### config.mk
export PLATFORM = sky130hd
export DESIGN_NAME = flag_branch_unit
export DESIGN_NICKNAME = d
export VERILOG_FILES = /design/src/rtl/flag_branch_unit.sv
export SDC_FILE = /design/constraint.sdc
export NUM_CORES = 1
export LEC_CHECK = 0
export CAP_MARGIN = 10
export CORE_ASPECT_RATIO = 1.4
export CORE_MARGIN = 2
export CORE_UTILIZATION = 62
export CTS_CLUSTER_SIZE = 12
export DETAILED_ROUTE_END_ITERATION = 6
export DONT_BUFFER_PORTS = 1
export GPL_ROUTABILITY_DRIVEN = 0
export PLACE_DENSITY = 0.78
export SYNTH_ARGS = -nofsm -noshare
export SYNTH_HDL_FRONTEND = slang
export SYNTH_SLANG_ARGS = --single-unit
### constraint.sdc
create_clock -name clk -period 2.55 [get_ports clk]
set_clock_uncertainty 0.1 [all_clocks]
set_input_delay 0.1275 -clock clk [delete_from_list [all_inputs] [get_ports clk]]
set_output_delay 0.1275 -clock clk [all_outputs]
set_load 0.005 [all_outputs]
### src/rtl/flag_branch_unit.sv
// flag_branch_unit: architectural Z/N/V flags, bypassed branch evaluation, registered decision and saturating stats
module flag_branch_unit #(
  parameter int CNT_W = 16
) (
  input  logic             clk,
  input  logic             rst_n,
  input  logic             stall,
  input  logic             flush,
  input  logic             alu_zr,
  input  logic             alu_neg,
  input  logic             alu_ov,
  input  logic             wr_z,
  input  logic             wr_n,
  input  logic             wr_v,
  input  logic             br_valid,
  input  logic [2:0]       br_cond,
  input  logic             cnt_clr,
  output logic             flag_z,
  output logic             flag_n,
  output logic             flag_v,
  output logic             taken,
  output logic             taken_valid,
  output logic [CNT_W-1:0] br_total,
  output logic [CNT_W-1:0] br_taken
);
  logic       eff_z, eff_n, eff_v, res, acc;
  logic [7:0] cond_tbl;
  always_comb begin
    eff_z    = wr_z ? alu_zr  : flag_z;
    eff_n    = wr_n ? alu_neg : flag_n;
    eff_v    = wr_v ? alu_ov  : flag_v;
    cond_tbl = {1'b1, eff_v, eff_z | eff_n, eff_z | !eff_n, eff_n, !eff_z & !eff_n, eff_z, !eff_z};
    res      = cond_tbl[br_cond];
    acc      = br_valid & !stall & !flush;
  end
  always_ff @(posedge clk or negedge rst_n) begin
    if (!rst_n) begin
      flag_z <= 1'b1;
      flag_n <= 1'b0;
      flag_v <= 1'b0;
    end else if (!stall) begin
      flag_z <= eff_z;
      flag_n <= eff_n;
      flag_v <= eff_v;
    end
  end
  always_ff @(posedge clk or negedge rst_n) begin
    if (!rst_n) begin
      taken       <= 1'b0;
      taken_valid <= 1'b0;
    end else if (flush) begin
      taken       <= 1'b0;
      taken_valid <= 1'b0;
    end else if (!stall) begin
      taken       <= br_valid ? res : taken;
      taken_valid <= br_valid;
    end
  end
  always_ff @(posedge clk or negedge rst_n) begin
    if (!rst_n) begin
      br_total <= '0;
      br_taken <= '0;
    end else if (cnt_clr) begin
      br_total <= '0;
      br_taken <= '0;
    end else if (acc) begin
      br_total <= &br_total ? br_total : br_total + CNT_W'(1);
      br_taken <= (res && !(&br_taken)) ? br_taken + CNT_W'(1) : br_taken;
    end
  end
endmodule

==> results of run 1 <==
-- per-stage QoR --
stage / std cells / utilization, % / area, sq um
finish: 262 / 71.64 / 2216
global placement: 245 / 65.49 / 2026
floorplan: 209 / - / 1986
global route: 262 / 71.64 / 2216
CTS: 262 / 71.64 / 2216
detailed placement: 245 / 65.49 / 2026
-- worst max path at each step --
stage               slack, ns            to
floorplan                0.51   br_taken[1]
global placement         0.38  br_taken[14]
detailed placement       0.31  br_taken[14]
CTS                      0.28  br_taken[14]
global route             0.12  br_taken[14]
finish                   0.30  br_taken[14]
-- cell type report --
cell class                 count  area (sq um)
timing repair buffer          12         122.6
inverter                       5         18.77
multi-input combinational    161          1008
tap                           39         48.80
sequential                    37         927.1
clock buffer                   8         90.09
fill                         225         877.1
-- per-layer routing --
layer | GRT usage (%) | up-vias
met5 | 0 | -
met2 | 46.27 | 62
met4 | 15.79 | 0
met1 | 27.83 | 767
li1 | - | 770
met3 | 10.55 | 13
-- flip-flops by register name, summed over array words and instances (netlist names) --
| name | flops |
|---|---|
| flag_z | 1 |
| flag_n | 1 |
| taken_valid | 1 |
| br_total | 16 |
| taken | 1 |
| br_taken | 16 |
| flag_v | 1 |
-- layout by cell type, fill, tap and decap left out, types with 2 or more instances in the layout --
master / Yosys / layout
inv_1: 5 / 5
buf_4: 0 / 3
and3_1: 4 / 4
clkbuf_1: 3 / 2
and2b_1: 2 / 2
o21ai_1: 11 / 11
or2_2: 2 / 2
xor2_1: 7 / 7
nor2_1: 27 / 27
xnor2_1: 11 / 11
mux2i_1: 6 / 6
a21oi_1: 12 / 12
o211ai_1: 3 / 3
mux2_2: 3 / 3
nand3_1: 11 / 11
and4_1: 2 / 2
clkbuf_8: 0 / 6
o31ai_1: 3 / 3
nand4_1: 7 / 7
dfrtp_1: 36 / 36
or3_1: 9 / 9
or4_1: 5 / 5
dlygate4sd3_1: 0 / 8
nor3_1: 4 / 4
ha_1: 2 / 2
nor2b_1: 3 / 3
nand2_1: 15 / 15
a31oi_1: 2 / 2
nand2b_1: 3 / 3
-- cells in the mapped netlist --
library cell  instances  area [sq um]
and4_1                2         17.52
dfrtp_1              36         900.9
or3_1                 9         56.30
buf_6                 1         11.26
nor3b_2               1         12.51
o21ai_1              11         55.05
o31ai_1               3         22.52
ha_1                  2         25.02
nand4_1               7         43.79
nor2_1               27         101.4
xnor2_1              11         96.34
mux2i_1               6         60.06
nand2b_1              3         18.77
a311o_1               1         10.01
buf_2                 1         5.000
o21ai_2               1         8.760
nor2b_1               3         18.77
dfstp_2               1         26.28
clkbuf_1              3         11.26
or2_2                 2         12.51
nand2_1              15         56.30
o211ai_1              3         22.52
nor4_4                1         21.27
nand3_1              11         55.05
mux2_1                1         11.26
or4_1                 5         37.54
and3_1                4         25.02
inv_1                 5         18.77
and2_1                1         6.260
nor3_1                4         20.02
xor2_1                7         61.31
mux2_2                3         33.78
a21oi_1              12         60.06
buf_1                 1         3.750
a31oi_1               2         12.51
or3b_4                1         11.26
and2b_1               2         15.01
-- power by group through the flow --
| stage | combinational (mW) | sequential (mW) | clock (mW) |
|---|---|---|---|
| floorplan | 0.0505 | 0.620 | 0 |
| global placement | 0.0482 | 0.623 | 0 |
| detailed placement | 0.0505 | 0.624 | 0 |
| CTS | 0.0843 | 0.612 | 0.431 |
| global route | 0.0931 | 0.614 | 0.453 |
| finish | 0.0842 | 0.613 | 0.421 |
-- cells by family (layout without fill, tap and decap cells) --
kind of cell / count (synthesis) / in the layout / synth area share [%]
AND/OR/NAND/NOR: 98 / 98 / 26.65
flip-flops: 37 / 37 / 46.69
AO/OA/AOI/OAI: 33 / 33 / 9.641
XOR/XNOR: 18 / 18 / 7.939
buffers and inverters: 11 / 25 / 2.520
multiplexers: 10 / 10 / 5.293
adder cells (fa/ha/maj): 2 / 2 / 1.260
-- what timing repair did --
action / CTS / global route
setup endpoints to repair: 0 / 0
hold buffers: 9 / 0
hold endpoints to repair: 74 / 0
-- worst max-delay path: stages (launching register included) --
cell	delay, ns
dfstp_2	0.55
mux2i_1	0.10
mux2i_1	0.17
nor4_4	0.30
o21ai_2	0.18
buf_4	0.20
or4_1	0.40
a21oi_1	0.15
==> impl_metrics.py, run 1 <==
metrics = {
    "outcome": {
        "status": "complete, no violations",
    },
    "drt": {
        "wl_met1_um": 1484,
        "wl_per_cell_um": 16.46,
        "vias": 1612,
        "first_pass_iters": 4,
        "wl_met3_um": 314,
        "met2_length_um": 2384,
        "vias_per_cell": 6.153,
        "ant_nets": 0,
        "drc": 0,
        "wl_um": 4313,
        "highest_layer": "met4",
        "drt-initial-drc-count": 34,
    },
    "global_routing": {
        "globalRoute.totalOverflow": 0,
        "grt_pass1_wl_um": 7548,
        "grt_use_total_pct": 27.38,
        "grt_max_degree": 38,
        "grt_pass1_vias": 1669,
        "antenna_found_initial": 0,
    },
    "synth": {
        "ys_warn_count": 0,
        "avgSynthCellArea_sq_um": 9.501,
        "syn_inst": 209,
        "synth_area_sq_um": 1986,
        "synth.distinct_cells": 37,
        "syn-num-nets": 226,
        "ys_seq_area_share_pct": 46.69,
        "ys_seq_elements": 37,
    },
    "clocking": {
        "postCtsSetupRepairBufs": 0,
        "cts_buffer_depth": 2,
        "clock_latency_ns": 0.29,
        "clk_pin_slew_ns": 0.07,
        "cts_resized": 0,
        "cts.sinks": 37,
        "htreeDepth": 2,
        "clock-root-buffer": "clkbuf_8",
        "cts_inserted_buffers": 5,
        "cts_tree": "done",
    },
    "critical_path": {
        "crit_fanout": 13,
        "crit_required_ns": 2.65,
        "crit_arrival_ns": 2.35,
        "critical_path_class": "register to register",
        "startpoint": "flag_z",
        "r2r_setup_slack_ns": 0.30,
        "end_kind": "register",
        "r2r_end": "br_taken[14]",
        "r2r_start": "flag_z",
        "critPathLaunchType": "register",
        "reg2reg_depth": 7,
    },
    "place": {
        "hpwl_um": 3056,
        "io_buffers": 0,
        "dp_slack_ns": 0.3115,
    },
    "power_and_ir_drop": {
        "swShare_pct": 23.23,
        "irDropWorstVdd_mv": 0.4046,
        "powerDensity_nw_per_um2": 504.2,
        "clock_power_share_pct": 37.6,
        "leakage_nw": 0.9038,
        "pwr-share-comb_pct": 7.5,
        "power_frac_seq_pct": 54.8,
        "power_mw": 1.117,
        "intPower_mw": 0.8577,
        "switching_power_mw": 0.2596,
    },
    "floorplan": {
        "die_y_um": 70.96,
        "fp.dieW_um": 51.83,
        "num_rows": 24,
        "dieArea_sq_um": 3678,
        "start_util_pct": 64.20,
        "num_io_pins": 52,
        "core_sq_um": 3093,
    },
    "job": {
        "cap_violations": 0,
    },
    "sta": {
        "finalHoldViolCount": 0,
        "slew_violations": 0,
        "fin_ws_ns": 0.3027,
        "fmax_mhz": 445.0,
        "setup_viol": 0,
        "fin_crit_sh_pct": 88.13,
        "tns_ns": 0,
        "holdWs_ns": 0.02430,
        "rsz0062_at_grt": "no",
        "tightest_slew_ns": 1.211,
        "slew_headroom_pct": 18.98,
        "fin_crit_ns": 2.247,
    },
    "cells_and_area": {
        "drive_gt1_share_pct": 8.969,
        "final_nets": 239,
        "n_antenna_cell": 0,
        "syn2layout_area_growth_pct": 11.59,
    },
    "hold_path": {
        "hold_path_depth": 2,
        "hold_end": "flag_v",
        "worstHoldStart": "wr_v",
        "hold_path.class": "input pin to register",
    },
}
(Power assumes the default switching activity.)
==> inputs of run 2 (changes only) <==
--- a/config.mk
+++ b/config.mk
@@ -6,7 +6,6 @@
 export NUM_CORES = 1
 export LEC_CHECK = 0
 export CAP_MARGIN = 10
-export CORE_ASPECT_RATIO = 1.4
 export CORE_MARGIN = 2
 export CORE_UTILIZATION = 62
 export CTS_CLUSTER_SIZE = 12
==> run 2 against run 1 <==
Against the previous run:
- routed wire length is 0.19% higher
- first-iteration DRC count grew to 3.4 times the previous value
- final area is 1.1% higher
- hold slack better by 0.054 ns
- core utilization is 1.7 points higher
- total power is 10% lower
- combinational power is 17% higher
- sequential share of layout area is 0.44 points lower
==> impl_metrics.py, run 2 (synthesis results as in run 1) <==
metrics = {
    "clocking": {
        "cts_inserted_buffers": 5,
        "cts_buffer_depth": 2,
        "cts.sinks": 37,
        "postCtsSetupRepairBufs": 0,
        "htreeDepth": 2,
        "clock_latency_ns": 0.34,
        "clk_pin_slew_ns": 0.10,
        "clock-root-buffer": "clkbuf_4",
        "cts_tree": "done",
    },
    "drt": {
        "ant_nets": 0,
        "vias": 1640,
        "wl_um": 4321,
        "drt-initial-drc-count": 114,
        "vias_per_cell": 6.074,
        "drc": 0,
        "first_pass_iters": 4,
        "wl_per_cell_um": 16.00,
    },
    "global_routing": {
        "grt_pass1_wl_um": 7127,
        "globalRoute.totalOverflow": 0,
        "grt_pass1_vias": 1705,
        "antenna_found_initial": 0,
        "grt_use_total_pct": 26.13,
        "grt_max_degree": 38,
    },
    "cells_and_area": {
        "reg.largest.list": "br_taken (16), br_total (16)",
        "final_nets": 242,
        "fillers": 224,
        "final_common_cell": "dfrtp_1",
        "drive_gt1_share_pct": 7.965,
        "n_antenna_cell": 0,
        "syn2layout_area_growth_pct": 12.79,
        "fin_area_sq_um": 2240,
        "final_core_util_pct": 73.36,
        "layout_common_cells": "dfrtp_1 (36), nor2_1 (27), nand2_1 (15)",
    },
    "place": {
        "place_area_sq_um": 2009,
        "io_buffers": 0,
        "dp_slack_ns": 0.1990,
        "hpwl_um": 2869,
    },
    "sta": {
        "fmax_mhz": 426.2,
        "setup_viol": 0,
        "fin_crit_ns": 2.346,
        "tns_ns": 0,
        "slew_violations": 0,
        "finalHoldViolCount": 0,
        "fin_crit_sh_pct": 92.01,
        "tightest_slew_ns": 0.6158,
        "rsz0062_at_grt": "no",
        "slew_headroom_pct": 58.79,
        "fin_ws_ns": 0.2038,
    },
    "power_and_ir_drop": {
        "leakage_nw": 0.9088,
        "swShare_pct": 24.49,
        "power_frac_seq_pct": 60.9,
        "clock_power_share_pct": 29.3,
        "irDropWorstVdd_mv": 0.3146,
        "powerDensity_nw_per_um2": 448.6,
        "power_mw": 1.005,
        "switching_power_mw": 0.2461,
        "intPower_mw": 0.7586,
        "pwr-share-comb_pct": 9.8,
    },
    "critical_path": {
        "startpoint": "br_total[3]",
        "crit_arrival_ns": 2.48,
        "r2r_setup_slack_ns": 0.20,
        "crit_chain": "nand4_1, or2_2, o21ai_2, nor3_1, xnor2_1, nor2_1, dlygate4sd3_1",
        "crit_buf_inv": 1,
        "critical_path_class": "register to register",
        "end_kind": "register",
        "crit_required_ns": 2.68,
        "cp_slowest_cell": "dlygate4sd3_1",
        "critPathLaunchType": "register",
        "crit_fanout": 6,
        "r2r_end": "br_total[5]",
        "slowest_delay_ns": 0.55,
        "r2r_start": "br_total[3]",
        "reg2reg_depth": 7,
        "path_delay_family": "simple AND/OR/NAND/NOR gates",
    },
    "floorplan": {
        "core_sq_um": 3053,
        "num_io_pins": 52,
        "die_y_um": 60.59,
        "start_util_pct": 65.04,
        "num_rows": 20,
        "fp.dieW_um": 60.59,
        "dieArea_sq_um": 3671,
    },
    "hold_path": {
        "hold_path_depth": 4,
        "hold_path.class": "input pin to register",
        "hold_end": "br_total[0]",
        "worstHoldStart": "flush",
    },
    "job": {
        "cap_violations": 0,
    },
    "outcome": {
        "status": "complete, no violations",
    },
}
## run 2: cell count changes in the layout (fill, tap and decap cells not counted), sizes merged
cell / before / now
dlygate4sd3: 8 / 13
buf: 4 / 2
## run 2: routing by layer
layer / up-vias / global-route usage, % / routed length [um]
met5: - / 0 / 0
met4: 0 / 10.25 / 75
met3: 9 / 8.529 / 291
met2: 51 / 46.24 / 2210
met1: 800 / 29.02 / 1744
li1: 780 / - / -
## run 2: cell type report
cell class	count	area, sq um	share of cell area, %
multi-input cells	161	1020	45.53
flip-flops and latches	37	927.1	41.40
repair buffers	15	170.2	7.598
well taps	44	55.05	2.458
clock buffers	8	48.80	2.179
inverters	5	18.77	0.8380
## run 2: worst reg2reg max path, delay by kind of cell (launching register included)
kind / cells / cell delay [ns]
AOI/OAI and AO/OA: 1 / 0.30
and+or+nand+nor: 4 / 0.68
buffers and inverters: 1 / 0.55
xor gates and xnor gates: 1 / 0.15
DFF: 1 / 0.47
## run 2: timing repair
item                                    CTS  global route
endpoints found under the hold margin    74             0
gates resized for setup                   0             2
endpoints found under the setup margin    0            15
hold buffers                             15             0
## run 2: power by group through the flow
stage	Clock [mW]	Sequential [mW]	Combinational, mW
finish	0.295	0.611	0.0985
global route	0.333	0.614	0.108
CTS	0.302	0.612	0.0972
detailed placement	0	0.624	0.0487
global placement	0	0.622	0.0454
floorplan	0	0.620	0.0505
## run 2: worst max-delay path by stage
stage | to | slack [ns] | cells after the start
6_report | br_total[5] | 0.20 | 7
5_1_grt | br_total[5] | 0.08 | 7
4_1_cts | br_total[5] | 0.07 | 7
3_3_place_gp | br_taken[5] | 0.31 | 6
3_5_place_dp | br_taken[1] | 0.20 | 6
2_1_floorplan | br_taken[1] | 0.51 | 8
## run 2: through the flow
step / cells / hold slack (ns)
6_report: 270 / 0.07794
4_1_cts: 270 / 0.06085
5_1_grt: 270 / 0.05770
3_5_place_dp: 247 / -0.2674
2_1_floorplan: 209 / -0.2681
3_3_place_gp: 247 / -0.2674
==> inputs of run 3 (changes only) <==
==> constraint.sdc (replaced) <==
create_clock -name clk -period 2.55 [get_ports clk]
set_clock_uncertainty 0.1 [all_clocks]
set_input_delay 0.255 -clock clk [delete_from_list [all_inputs] [get_ports clk]]
set_output_delay 0.255 -clock clk [all_outputs]
set_load 0.005 [all_outputs]
==> run 3 against run 2 <==
Against the previous run:
- routed wire length down 4.0%
- setup slack better by 0.088 ns
- sequential share of layout area is 1.4 points higher
- critical path depth is 1 lower
- final area decreased by 3.3%
- via count shrank 2.6%
- non-clock buffer count shrank 7
- cell count is 2.6% lower
- maximum frequency up 3.9%
- largest cell class unchanged
- largest power group unchanged
==> impl_metrics.py, run 3 (synthesis results as in run 1) <==
metrics = {
    "sta": {
        "fmax_mhz": 442.9,
        "tns_ns": 0,
        "fin_crit_ns": 2.258,
        "fin_ws_ns": 0.2923,
        "fin_crit_sh_pct": 88.54,
        "slew_violations": 0,
        "slew_headroom_pct": 58.98,
        "finalHoldViolCount": 0,
        "rsz0062_at_grt": "no",
        "tightest_slew_ns": 0.6130,
        "setup_viol": 0,
    },
    "critical_path": {
        "crit_arrival_ns": 2.44,
        "critPathLaunchType": "register",
        "critical_path_class": "register to register",
        "crit_required_ns": 2.73,
        "end_kind": "register",
        "crit_fanout": 28,
    },
    "drt": {
        "drc": 0,
        "wl_um": 4148,
        "vias": 1597,
        "drt-initial-drc-count": 110,
        "first_pass_iters": 4,
        "ant_nets": 0,
        "vias_per_cell": 6.072,
        "wl_per_cell_um": 15.77,
    },
    "place": {
        "io_buffers": 0,
        "place_area_sq_um": 2009,
        "hpwl_um": 2869,
        "dp_slack_ns": 0.1990,
    },
    "floorplan": {
        "die_y_um": 60.59,
        "core_sq_um": 3053,
        "num_rows": 20,
        "num_io_pins": 52,
        "fp.dieW_um": 60.59,
        "dieArea_sq_um": 3671,
        "start_util_pct": 65.04,
    },
    "power_and_ir_drop": {
        "powerDensity_nw_per_um2": 457.0,
        "power_mw": 0.9897,
        "swShare_pct": 24.53,
        "pwr-share-comb_pct": 8.3,
        "clock_power_share_pct": 29.9,
        "intPower_mw": 0.7469,
        "power_frac_seq_pct": 61.8,
        "irDropWorstVdd_mv": 0.3001,
        "leakage_nw": 0.8757,
        "switching_power_mw": 0.2428,
    },
    "cells_and_area": {
        "drive_gt1_share_pct": 7.763,
        "layout_common_cells": "dfrtp_1 (36), nor2_1 (27), nand2_1 (15)",
        "fillers": 237,
        "syn2layout_area_growth_pct": 9.074,
        "fin_area_sq_um": 2166,
        "n_antenna_cell": 0,
        "final_common_cell": "dfrtp_1",
        "reg.largest.list": "br_taken (16), br_total (16)",
        "final_nets": 235,
    },
    "clocking": {
        "htreeDepth": 2,
        "cts.sinks": 37,
        "postCtsSetupRepairBufs": 0,
        "cts_tree": "done",
        "cts_buffer_depth": 2,
        "clock_latency_ns": 0.34,
        "clk_pin_slew_ns": 0.11,
        "cts_inserted_buffers": 5,
        "clock-root-buffer": "clkbuf_4",
    },
    "global_routing": {
        "grt_max_degree": 38,
        "antenna_found_initial": 0,
        "grt_pass1_vias": 1618,
        "grt_use_total_pct": 24.92,
        "grt_pass1_wl_um": 6810,
        "globalRoute.totalOverflow": 0,
    },
    "job": {
        "cap_violations": 0,
    },
    "outcome": {
        "status": "complete, no violations",
    },
    "hold_path": {
        "hold_path.class": "input pin to register",
    },
}
-- run 3: power groups by stage --
stage	combinational [mW]	sequential (mW)	clock, mW
5_1_grt	0.0906	0.614	0.333
6_report	0.0819	0.611	0.296
3_3_place_gp	0.0454	0.622	0
4_1_cts	0.0824	0.612	0.302
2_1_floorplan	0.0505	0.620	0
3_5_place_dp	0.0487	0.624	0
-- run 3: worst paths after layout --
kind / startpoint / endpoint / slack (ns) / depth (start not counted)
max in group asynchronous: rst_n / flag_z / 1.82 / 2
min in group asynchronous: rst_n / br_taken[10] / 0.28 / 2
setup / recovery: flag_z / br_taken[5] / 0.29 / 6
hold reg to reg: flag_n / flag_n / 0.47 / 1
setup reg to reg: flag_z / br_taken[5] / 0.29 / 6
hold / removal: flush / taken / 0.04 / 2
-- run 3: routing by layer --
layer | global-route usage (%) | share of wire (%)
met4 | 9.006 | 1.2
met3 | 8.316 | 7.1
met1 | 27.92 | 40
met2 | 44.09 | 51
met5 | 0 | 0
-- run 3: cell type report --
cell class,instances,area [sq um],share of cell area (%)
multi-input cells,161,1016,46.91
repair buffers,8,100.1,4.622
flip-flops and latches,37,927.1,42.81
clock buffers,8,48.80,2.253
well taps,44,55.05,2.542
inverters,5,18.77,0.8666
-- run 3: through the flow --
| stage | cells | hold WS [ns] | utilization (%) |
|---|---|---|---|
| CTS | 263 | 0.01969 | 70.70 |
| global route | 263 | 0.03092 | 70.94 |
| global placement | 247 | -0.1399 | 65.82 |
| detailed placement | 247 | -0.1399 | 65.82 |
| floorplan | 209 | -0.1406 | - |
| finish | 263 | 0.04433 | 70.94 |
-- run 3: what timing repair did --
item                                    in CTS  in global routing
endpoints found under the setup margin       0                 14
hold buffers                                 8                  0
hold endpoints to repair                    73                  0
gates resized for setup                      0                  1
-- run 3: critical path, stage by stage, from the launching register on --
cell and delay [ns]:
dfstp_2 0.57, mux2i_1 0.11, mux2i_1 0.17, nor4_4 0.34, o21ai_4 0.24, or4_1 0.53, a21oi_1 0.14
